`config.mk`:
```
export PLATFORM = sky130hd
export DESIGN_NAME = calendar_tracker
export DESIGN_NICKNAME = d
export VERILOG_FILES = /design/src/rtl/calendar_pkg.sv /design/src/rtl/leap_year_check.sv /design/src/rtl/calendar_tracker.sv
export SDC_FILE = /design/constraint.sdc
export NUM_CORES = 1
export LEC_CHECK = 0
export CAP_MARGIN = 20
export CORE_ASPECT_RATIO = 0.8
export CORE_MARGIN = 1.5
export CORE_UTILIZATION = 45
export DETAILED_ROUTE_END_ITERATION = 7
export PLACE_DENSITY = 0.65
export SLEW_MARGIN = 10
export SYNTH_ARGS = -nofsm -noshare
export SYNTH_HDL_FRONTEND = slang
export SYNTH_HIERARCHICAL = 1
export SYNTH_SLANG_ARGS = --single-unit
export TNS_END_PERCENT = 10
```
`constraint.sdc`:
```
create_clock -name clockSignal -period 17.16 [get_ports clockSignal]
set_clock_uncertainty 0.15 [all_clocks]
set_input_delay 3.432 -clock clockSignal [delete_from_list [all_inputs] [get_ports clockSignal]]
set_output_delay 3.432 -clock clockSignal [all_outputs]
set_load 0.05 [all_outputs]
```
`src/rtl/calendar_pkg.sv`:
```
// Shared widths, reset values, month constants, load FSM encoding and the
// days-in-month helper for the calendar tracker.
package calendar_pkg;

    localparam int CS_W   = 7;
    localparam int SEC_W  = 6;
    localparam int MIN_W  = 6;
    localparam int HR_W   = 5;
    localparam int DATE_W = 5;
    localparam int MON_W  = 4;
    localparam int YEAR_W = 15;
    localparam int WDAY_W = 3;

    localparam logic [DATE_W-1:0] RESET_DATE    = 5'd1;
    localparam logic [MON_W-1:0]  RESET_MONTH   = 4'd1;
    localparam logic [WDAY_W-1:0] RESET_WEEKDAY = 3'd4;

    localparam logic [MON_W-1:0] MON_JAN = 4'd1;
    localparam logic [MON_W-1:0] MON_FEB = 4'd2;
    localparam logic [MON_W-1:0] MON_APR = 4'd4;
    localparam logic [MON_W-1:0] MON_JUN = 4'd6;
    localparam logic [MON_W-1:0] MON_SEP = 4'd9;
    localparam logic [MON_W-1:0] MON_NOV = 4'd11;
    localparam logic [MON_W-1:0] MON_DEC = 4'd12;

    typedef enum logic [1:0] {
        ST_IDLE   = 2'd0,
        ST_CHECK  = 2'd1,
        ST_COMMIT = 2'd2
    } load_state_e;

    function automatic logic [DATE_W-1:0] days_in_month(input logic [MON_W-1:0] month,
                                                        input logic leap);
        logic [DATE_W-1:0] dim;
        case (month)
            MON_FEB: dim = leap ? 5'd29 : 5'd28;
            MON_APR, MON_JUN, MON_SEP, MON_NOV: dim = 5'd30;
            default: dim = 5'd31;
        endcase
        return dim;
    endfunction

endpackage

```
`src/rtl/leap_year_check.sv`:
```
// Combinational Gregorian leap-year test for a 15-bit year.
module leap_year_check
    import calendar_pkg::*;
(
    input  logic [YEAR_W-1:0] year_i,
    output logic              leap_o
);

    logic div4_s;
    logic div100_s;
    logic div400_s;

    assign div4_s   = (year_i[1:0] == 2'd0);
    assign div100_s = ((year_i % 15'd100) == 15'd0);
    assign div400_s = ((year_i % 15'd400) == 15'd0);
    assign leap_o   = (div4_s && !div100_s) || div400_s;

endmodule

```
`src/rtl/calendar_tracker.sv`:
```
// Wall-clock and Gregorian calendar driven by the 100 Hz tick, with a
// three-state validated set-time/date load path.
module calendar_tracker
    import calendar_pkg::*;
#(
    parameter int TICKS_PER_SEC = 100,
    parameter int RESET_YEAR    = 1970
) (
    input  logic              clockSignal,
    input  logic              reset,
    input  logic              tickEnable,
    input  logic              loadValid,
    output logic              loadReady,
    input  logic [HR_W-1:0]   loadHours,
    input  logic [MIN_W-1:0]  loadMinutes,
    input  logic [SEC_W-1:0]  loadSeconds,
    input  logic [DATE_W-1:0] loadDate,
    input  logic [MON_W-1:0]  loadMonth,
    input  logic [YEAR_W-1:0] loadYear,
    input  logic [WDAY_W-1:0] loadDay,
    output logic [CS_W-1:0]   centiseconds,
    output logic [SEC_W-1:0]  seconds,
    output logic [MIN_W-1:0]  minutes,
    output logic [HR_W-1:0]   hours,
    output logic [DATE_W-1:0] date,
    output logic [MON_W-1:0]  month,
    output logic [YEAR_W-1:0] year,
    output logic [WDAY_W-1:0] weekday,
    output logic              secondPulse,
    output logic              midnightPulse,
    output logic              loadDone,
    output logic              loadError
);

    localparam logic [CS_W-1:0]   CS_LAST    = CS_W'(TICKS_PER_SEC - 1);
    localparam logic [YEAR_W-1:0] YEAR_RESET = YEAR_W'(RESET_YEAR);

    load_state_e       state_q;
    logic              ready_q, done_q, error_q, valid_q;
    logic              sec_pulse_q, mid_pulse_q;
    logic [CS_W-1:0]   centi_q, centi_d;
    logic [SEC_W-1:0]  sec_q, sec_d;
    logic [MIN_W-1:0]  min_q, min_d;
    logic [HR_W-1:0]   hr_q, hr_d;
    logic [DATE_W-1:0] date_q, date_d;
    logic [MON_W-1:0]  mon_q, mon_d;
    logic [YEAR_W-1:0] year_q, year_d;
    logic [WDAY_W-1:0] wday_q, wday_d;
    logic              sec_tick_s, day_tick_s;

    logic [HR_W-1:0]   stg_hr_q;
    logic [MIN_W-1:0]  stg_min_q;
    logic [SEC_W-1:0]  stg_sec_q;
    logic [DATE_W-1:0] stg_date_q;
    logic [MON_W-1:0]  stg_mon_q;
    logic [YEAR_W-1:0] stg_year_q;
    logic [WDAY_W-1:0] stg_wday_q;

    logic              live_leap_s, stg_leap_s, load_ok_s;
    logic [DATE_W-1:0] live_dim_s;

    leap_year_check u_live_leap (.year_i(year_q),     .leap_o(live_leap_s));
    leap_year_check u_stg_leap  (.year_i(stg_year_q), .leap_o(stg_leap_s));

    assign live_dim_s = days_in_month(mon_q, live_leap_s);

    // Full single-cycle carry cascade from centiseconds up to year.
    always_comb begin
        centi_d    = centi_q;
        sec_d      = sec_q;
        min_d      = min_q;
        hr_d       = hr_q;
        date_d     = date_q;
        mon_d      = mon_q;
        year_d     = year_q;
        wday_d     = wday_q;
        sec_tick_s = 1'b0;
        day_tick_s = 1'b0;
        if (tickEnable) begin
            if (centi_q >= CS_LAST) begin
                centi_d    = 7'd0;
                sec_tick_s = 1'b1;
                if (sec_q >= 6'd59) begin
                    sec_d = 6'd0;
                    if (min_q >= 6'd59) begin
                        min_d = 6'd0;
                        if (hr_q >= 5'd23) begin
                            hr_d       = 5'd0;
                            day_tick_s = 1'b1;
                            wday_d     = (wday_q >= 3'd6) ? 3'd0 : wday_q + 3'd1;
                            if (date_q >= live_dim_s) begin
                                date_d = 5'd1;
                                if (mon_q >= MON_DEC) begin
                                    mon_d  = MON_JAN;
                                    year_d = year_q + 15'd1;
                                end else begin
                                    mon_d = mon_q + 4'd1;
                                end
                            end else begin
                                date_d = date_q + 5'd1;
                            end
                        end else begin
                            hr_d = hr_q + 5'd1;
                        end
                    end else begin
                        min_d = min_q + 6'd1;
                    end
                end else begin
                    sec_d = sec_q + 6'd1;
                end
            end else begin
                centi_d = centi_q + 7'd1;
            end
        end else begin
            centi_d = centi_q;
        end
    end

    // Staged load validity, judged against the staged year's leap status.
    always_comb begin
        load_ok_s = (stg_hr_q <= 5'd23) && (stg_min_q <= 6'd59) && (stg_sec_q <= 6'd59) &&
                    (stg_mon_q >= MON_JAN) && (stg_mon_q <= MON_DEC) &&
                    (stg_date_q >= 5'd1) &&
                    (stg_date_q <= days_in_month(stg_mon_q, stg_leap_s)) &&
                    (stg_wday_q <= 3'd6);
    end

    // Load FSM, staging registers and the live time/date state.
    always_ff @(posedge clockSignal) begin
        if (reset) begin
            state_q     <= ST_IDLE;
            ready_q     <= 1'b1;
            done_q      <= 1'b0;
            error_q     <= 1'b0;
            valid_q     <= 1'b0;
            sec_pulse_q <= 1'b0;
            mid_pulse_q <= 1'b0;
            stg_hr_q    <= 5'd0;
            stg_min_q   <= 6'd0;
            stg_sec_q   <= 6'd0;
            stg_date_q  <= 5'd0;
            stg_mon_q   <= 4'd0;
            stg_year_q  <= 15'd0;
            stg_wday_q  <= 3'd0;
            centi_q     <= 7'd0;
            sec_q       <= 6'd0;
            min_q       <= 6'd0;
            hr_q        <= 5'd0;
            date_q      <= RESET_DATE;
            mon_q       <= RESET_MONTH;
            year_q      <= YEAR_RESET;
            wday_q      <= RESET_WEEKDAY;
        end else begin
            done_q      <= 1'b0;
            error_q     <= 1'b0;
            sec_pulse_q <= 1'b0;
            mid_pulse_q <= 1'b0;
            case (state_q)
                ST_IDLE: begin
                    if (loadValid) begin
                        stg_hr_q   <= loadHours;
                        stg_min_q  <= loadMinutes;
                        stg_sec_q  <= loadSeconds;
                        stg_date_q <= loadDate;
                        stg_mon_q  <= loadMonth;
                        stg_year_q <= loadYear;
                        stg_wday_q <= loadDay;
                        state_q    <= ST_CHECK;
                        ready_q    <= 1'b0;
                    end else begin
                        state_q <= ST_IDLE;
                        ready_q <= 1'b1;
                    end
                end
                ST_CHECK: begin
                    valid_q <= load_ok_s;
                    state_q <= ST_COMMIT;
                    ready_q <= 1'b0;
                end
                ST_COMMIT: begin
                    done_q  <= valid_q;
                    error_q <= !valid_q;
                    state_q <= ST_IDLE;
                    ready_q <= 1'b1;
                end
                default: begin
                    state_q <= ST_IDLE;
                    ready_q <= 1'b1;
                end
            endcase
            // A committing valid load overrides any coincident tick.
            if ((state_q == ST_COMMIT) && valid_q) begin
                centi_q <= 7'd0;
                sec_q   <= stg_sec_q;
                min_q   <= stg_min_q;
                hr_q    <= stg_hr_q;
                date_q  <= stg_date_q;
                mon_q   <= stg_mon_q;
                year_q  <= stg_year_q;
                wday_q  <= stg_wday_q;
            end else begin
                centi_q     <= centi_d;
                sec_q       <= sec_d;
                min_q       <= min_d;
                hr_q        <= hr_d;
                date_q      <= date_d;
                mon_q       <= mon_d;
                year_q      <= year_d;
                wday_q      <= wday_d;
                sec_pulse_q <= sec_tick_s;
                mid_pulse_q <= day_tick_s;
            end
        end
    end

    assign loadReady     = ready_q;
    assign loadDone      = done_q;
    assign loadError     = error_q;
    assign centiseconds  = centi_q;
    assign seconds       = sec_q;
    assign minutes       = min_q;
    assign hours         = hr_q;
    assign date          = date_q;
    assign month         = mon_q;
    assign year          = year_q;
    assign weekday       = wday_q;
    assign secondPulse   = sec_pulse_q;
    assign midnightPulse = mid_pulse_q;

endmodule

```
==> reports/qor.csv <==
stage,metric,value,unit
outcome,status,"finished, final reports clean",
setup_path,r2r setup slk,9.34,ns
setup_path,Max stage delay on crit path,0.82,ns
power,Comb power frac,0.341,
cts,# Post-CTS Setup Buffers,0,
placed_design,PortBufs,103,
cts,H-Tree Depth,3,
min_path,Hold Path Cell Cnt,2,
cts,clk sink count,103,
detailed_routing,drc violations,0,
cts,clk_lat worst skew,0.36,ns
cts,Resized cells post-CTS,0,
global_routing,number of global-route vias before repair,7850,
power,static leakage,3.38,nW
sta,min Tclk post-route,7.82,ns
setup_path,FF-to-FF path depth,27,
setup_path,CP arrival,7.92,ns
layout,Fill cells,1894,
layout,Layout area overhead,14.9,%
detailed_routing,vias,9086,
power,switch share,0.362,
synthesis,Main synth FF type,dfxtp_1,
global_routing,global-route wire length before repair,40300,µm
min_path,HP Class,reg -> reg,
cts,CTS Buf Count,9,
floorplanning,die height,127,µm
setup_path,Worst R2R End,year[12],
global_routing,grt total ovfl,0,
synthesis,synthesized area,8700,µm²
detailed_routing,Detail Route Antenna Nets,0,
global_routing,pin count of the biggest net entering global routing,105,
synthesis,syn_nets,1225,
sta,Max Freq,128,MHz
sta,Hold WS,0.310,ns
power,Max VDD drop,0.0000481,V
sta,RSZ-0062 raised after global routing,no,
power,Pwr per Cell Area,69.4,nW/µm²
floorplanning,Die ar.,20200,µm²
sta,fin. max-slew vios,0,
floorplanning,Core Rows,45,
global_routing,initial antenna violation count,0,
synthesis,"Seq/Total Area, Yosys",0.237,
layout,Nets,1273,
flow_run,max-capacitance violation count,0,
setup_path,Crit. End Element,flip-flop,
min_path,startpoint of the worst hold path,stg_sec_q[1],
layout,final core occ,0.527,
placed_design,gpl congestion,0.853,
cts,TritonCTS clock tree,yes,
setup_path,CP max stage cell,dfxtp_1,
detailed_routing,Routed WL per cell,16.5,µm
synthesis,Synth cell types,102,
sta,final setup vio count,0,
placed_design,dpl hpwl,17300,µm
setup_path,Reg-to-Reg Start,year[10],
detailed_routing,initial DRC count,768,
synthesis,Synth async-reset ratio,0,
floorplanning,Starting Density,0.458,
min_path,WHS Endpoint,stg_sec_q[1],
floorplanning,core box area,19000,µm²
sta,Rel. slew slack,0.290,
cts,"Hold-fix buffers, CTS",0,
cts,CTS Buffer Depth,2,
global_routing,GRT Total Usage,0.243,
synthesis,Mean Syn Cell Area,7.49,µm²
setup_path,crit path max fanout,23,
setup_path,Crit path required time,17.26,ns
sta,total negative setup slack,0,ns
floorplanning,Horiz. Die Dim,158,µm
power,Total Power,0.000693,W
setup_path,Crit Path Class,reg -> reg,
cts,clk root buf,clkbuf_16,
layout,layout cells sized above 1,0.0881,
sta,Final Cycle Share,0.456,
synthesis,Seq cells post-synth,103,
power,internal power,0.000442,W
synthesis,Synth Warn #,6,
synthesis,Post-Syn Instances,1162,
synthesis,Post-synth EDFFs,0,
power,clock share of power,0.278,
layout,# diodes,0,
sta,Worst Max-Slew Pin Slew,1.06,ns
floorplanning,Top Ports,104,
power,sequential share of power,0.381,
detailed_routing,drt first pass iters,6,
detailed_routing,via/cell ratio,6.17,
sta,Final Hold Violating Endpoints,0,
detailed_routing,final WL,24300,µm
setup_path,startpoint types,flip-flop,
cts,clock slew at reported path FFs,0.07,ns
power,Sw Pwr,0.000251,W
[worst max-delay path by stage]
stage,startpoint,endpoint,slack (ns)
after floorplan,year[10],year[12],10.27
after global routing,year[10],year[12],8.67
final,year[10],year[12],9.34
after detailed placement,year[14],year[12],9.44
after global placement,year[14],year[12],9.66
after CTS,year[14],year[12],9.41
[layout make-up]
class	instances	area (µm²)	share of cell area
multi-input combinational	954	6140	0.614
sequential	103	2060	0.206
timing repair buffer	110	1080	0.108
tap	258	323	0.0323
clock buffer	12	236	0.0237
inverter	32	120	0.0120
clock inverter	4	30.0	0.00301
[stage by stage]
step	instances	instance area (µm²)	setup WS [ns]
2_1_floorplan	1162	8700	10.27
3_3_place_gp	1456	9720	9.66
3_5_place_dp	1456	9720	9.44
4_1_cts	1472	9980	9.41
5_1_grt	1473	9990	8.67
6_report	1473	9990	9.34
[power by group through the flow]
stage | logic (W) | registers [W] | clock network [W]
after global routing | 0.000260 | 0.000266 | 0.000206
after CTS | 0.000233 | 0.000264 | 0.000197
after detailed placement | 0.000232 | 0.000269 | 0
after floorplan | 0.000182 | 0.000268 | 0
after global placement | 0.000231 | 0.000269 | 0
final | 0.000237 | 0.000264 | 0.000193
[flip-flops by register name (all words and copies together) (netlist names), 2 cells and up]
register,count
stg_min_q,6
state_q,2
month,4
date,5
year,15
minutes,6
centiseconds,7
stg_wday_q,3
stg_sec_q,6
stg_date_q,5
hours,5
stg_hr_q,5
stg_mon_q,4
seconds,6
weekday,3
stg_year_q,15
[cells in the final DEF, fill, tap and decap left out, types with 8 or more instances in the layout]
master             n
nand2_1          156
dfxtp_1          103
a21oi_1          102
clkdlybuf4s50_1  102
nor2_1            99
o21ai_0           47
nor3_1            40
nand3_1           36
inv_1             28
o211ai_1          23
a211oi_1          18
nand4_1           18
and2_1            15
ha_1              15
nand2b_1          14
nand3b_1          14
a311oi_1          14
a31oi_1           13
o21ai_1           13
nor4_1            12
a21o_1            11
or3_1             11
and3_1            11
xnor2_1           10
nor2b_1            9
or4_1              9
a21oi_2            9
o22ai_1            9
o21bai_1           9
mux2i_1            9
clkbuf_16          9
o21a_1             8
a22o_1             8
o211ai_2           8
[metal layers]
metal / GRT usage / part of all wire / vias to the layer above
li1: - / - / 4489
met1: 0.353 / 0.49 / 4309
met2: 0.370 / 0.45 / 258
met3: 0.0336 / 0.053 / 30
met4: 0.0753 / 0.017 / 0
met5: 0 / 0 / -
[critical path, delay by kind of cell (launching register included)]
family          cells  cell delay [ns]
compound gates     12             2.95
fa+ha+maj           1             0.26
flops               1             0.82
mux                 2             0.49
simple gates       12             3.03
[logic make-up after synthesis]
group,count (synthesis),synth area share
and+or+nand+nor,498,0.294
AOI/OAI and AO/OA,413,0.357
buffers and inverters,105,0.0574
DFF,103,0.237
xor gates and xnor gates,15,0.0168
adders and majority gates,15,0.0216
muxes,13,0.0164
[synth_stat cells, drive strengths merged (14+ instances only)]
| library cell | number | share of area |
|---|---|---|
| dfxtp | 103 | 0.24 |
| inv | 32 | 0.014 |
| nand4 | 18 | 0.013 |
| nand2 | 157 | 0.068 |
| ha | 15 | 0.022 |
| o211ai | 31 | 0.031 |
| buf | 43 | 0.031 |
| a311oi | 14 | 0.014 |
| nand2b | 14 | 0.010 |
| nand3b | 14 | 0.012 |
| nor2 | 102 | 0.045 |
| a31oi | 15 | 0.012 |
| a21oi | 111 | 0.068 |
| clkbuf | 30 | 0.013 |
| a211oi | 25 | 0.028 |
| nand3 | 38 | 0.023 |
| and2 | 16 | 0.012 |
| o21ai | 63 | 0.038 |
| nor4 | 15 | 0.014 |
| nor3 | 43 | 0.028 |
Note: power is estimated with default switching activity, not from simulation.
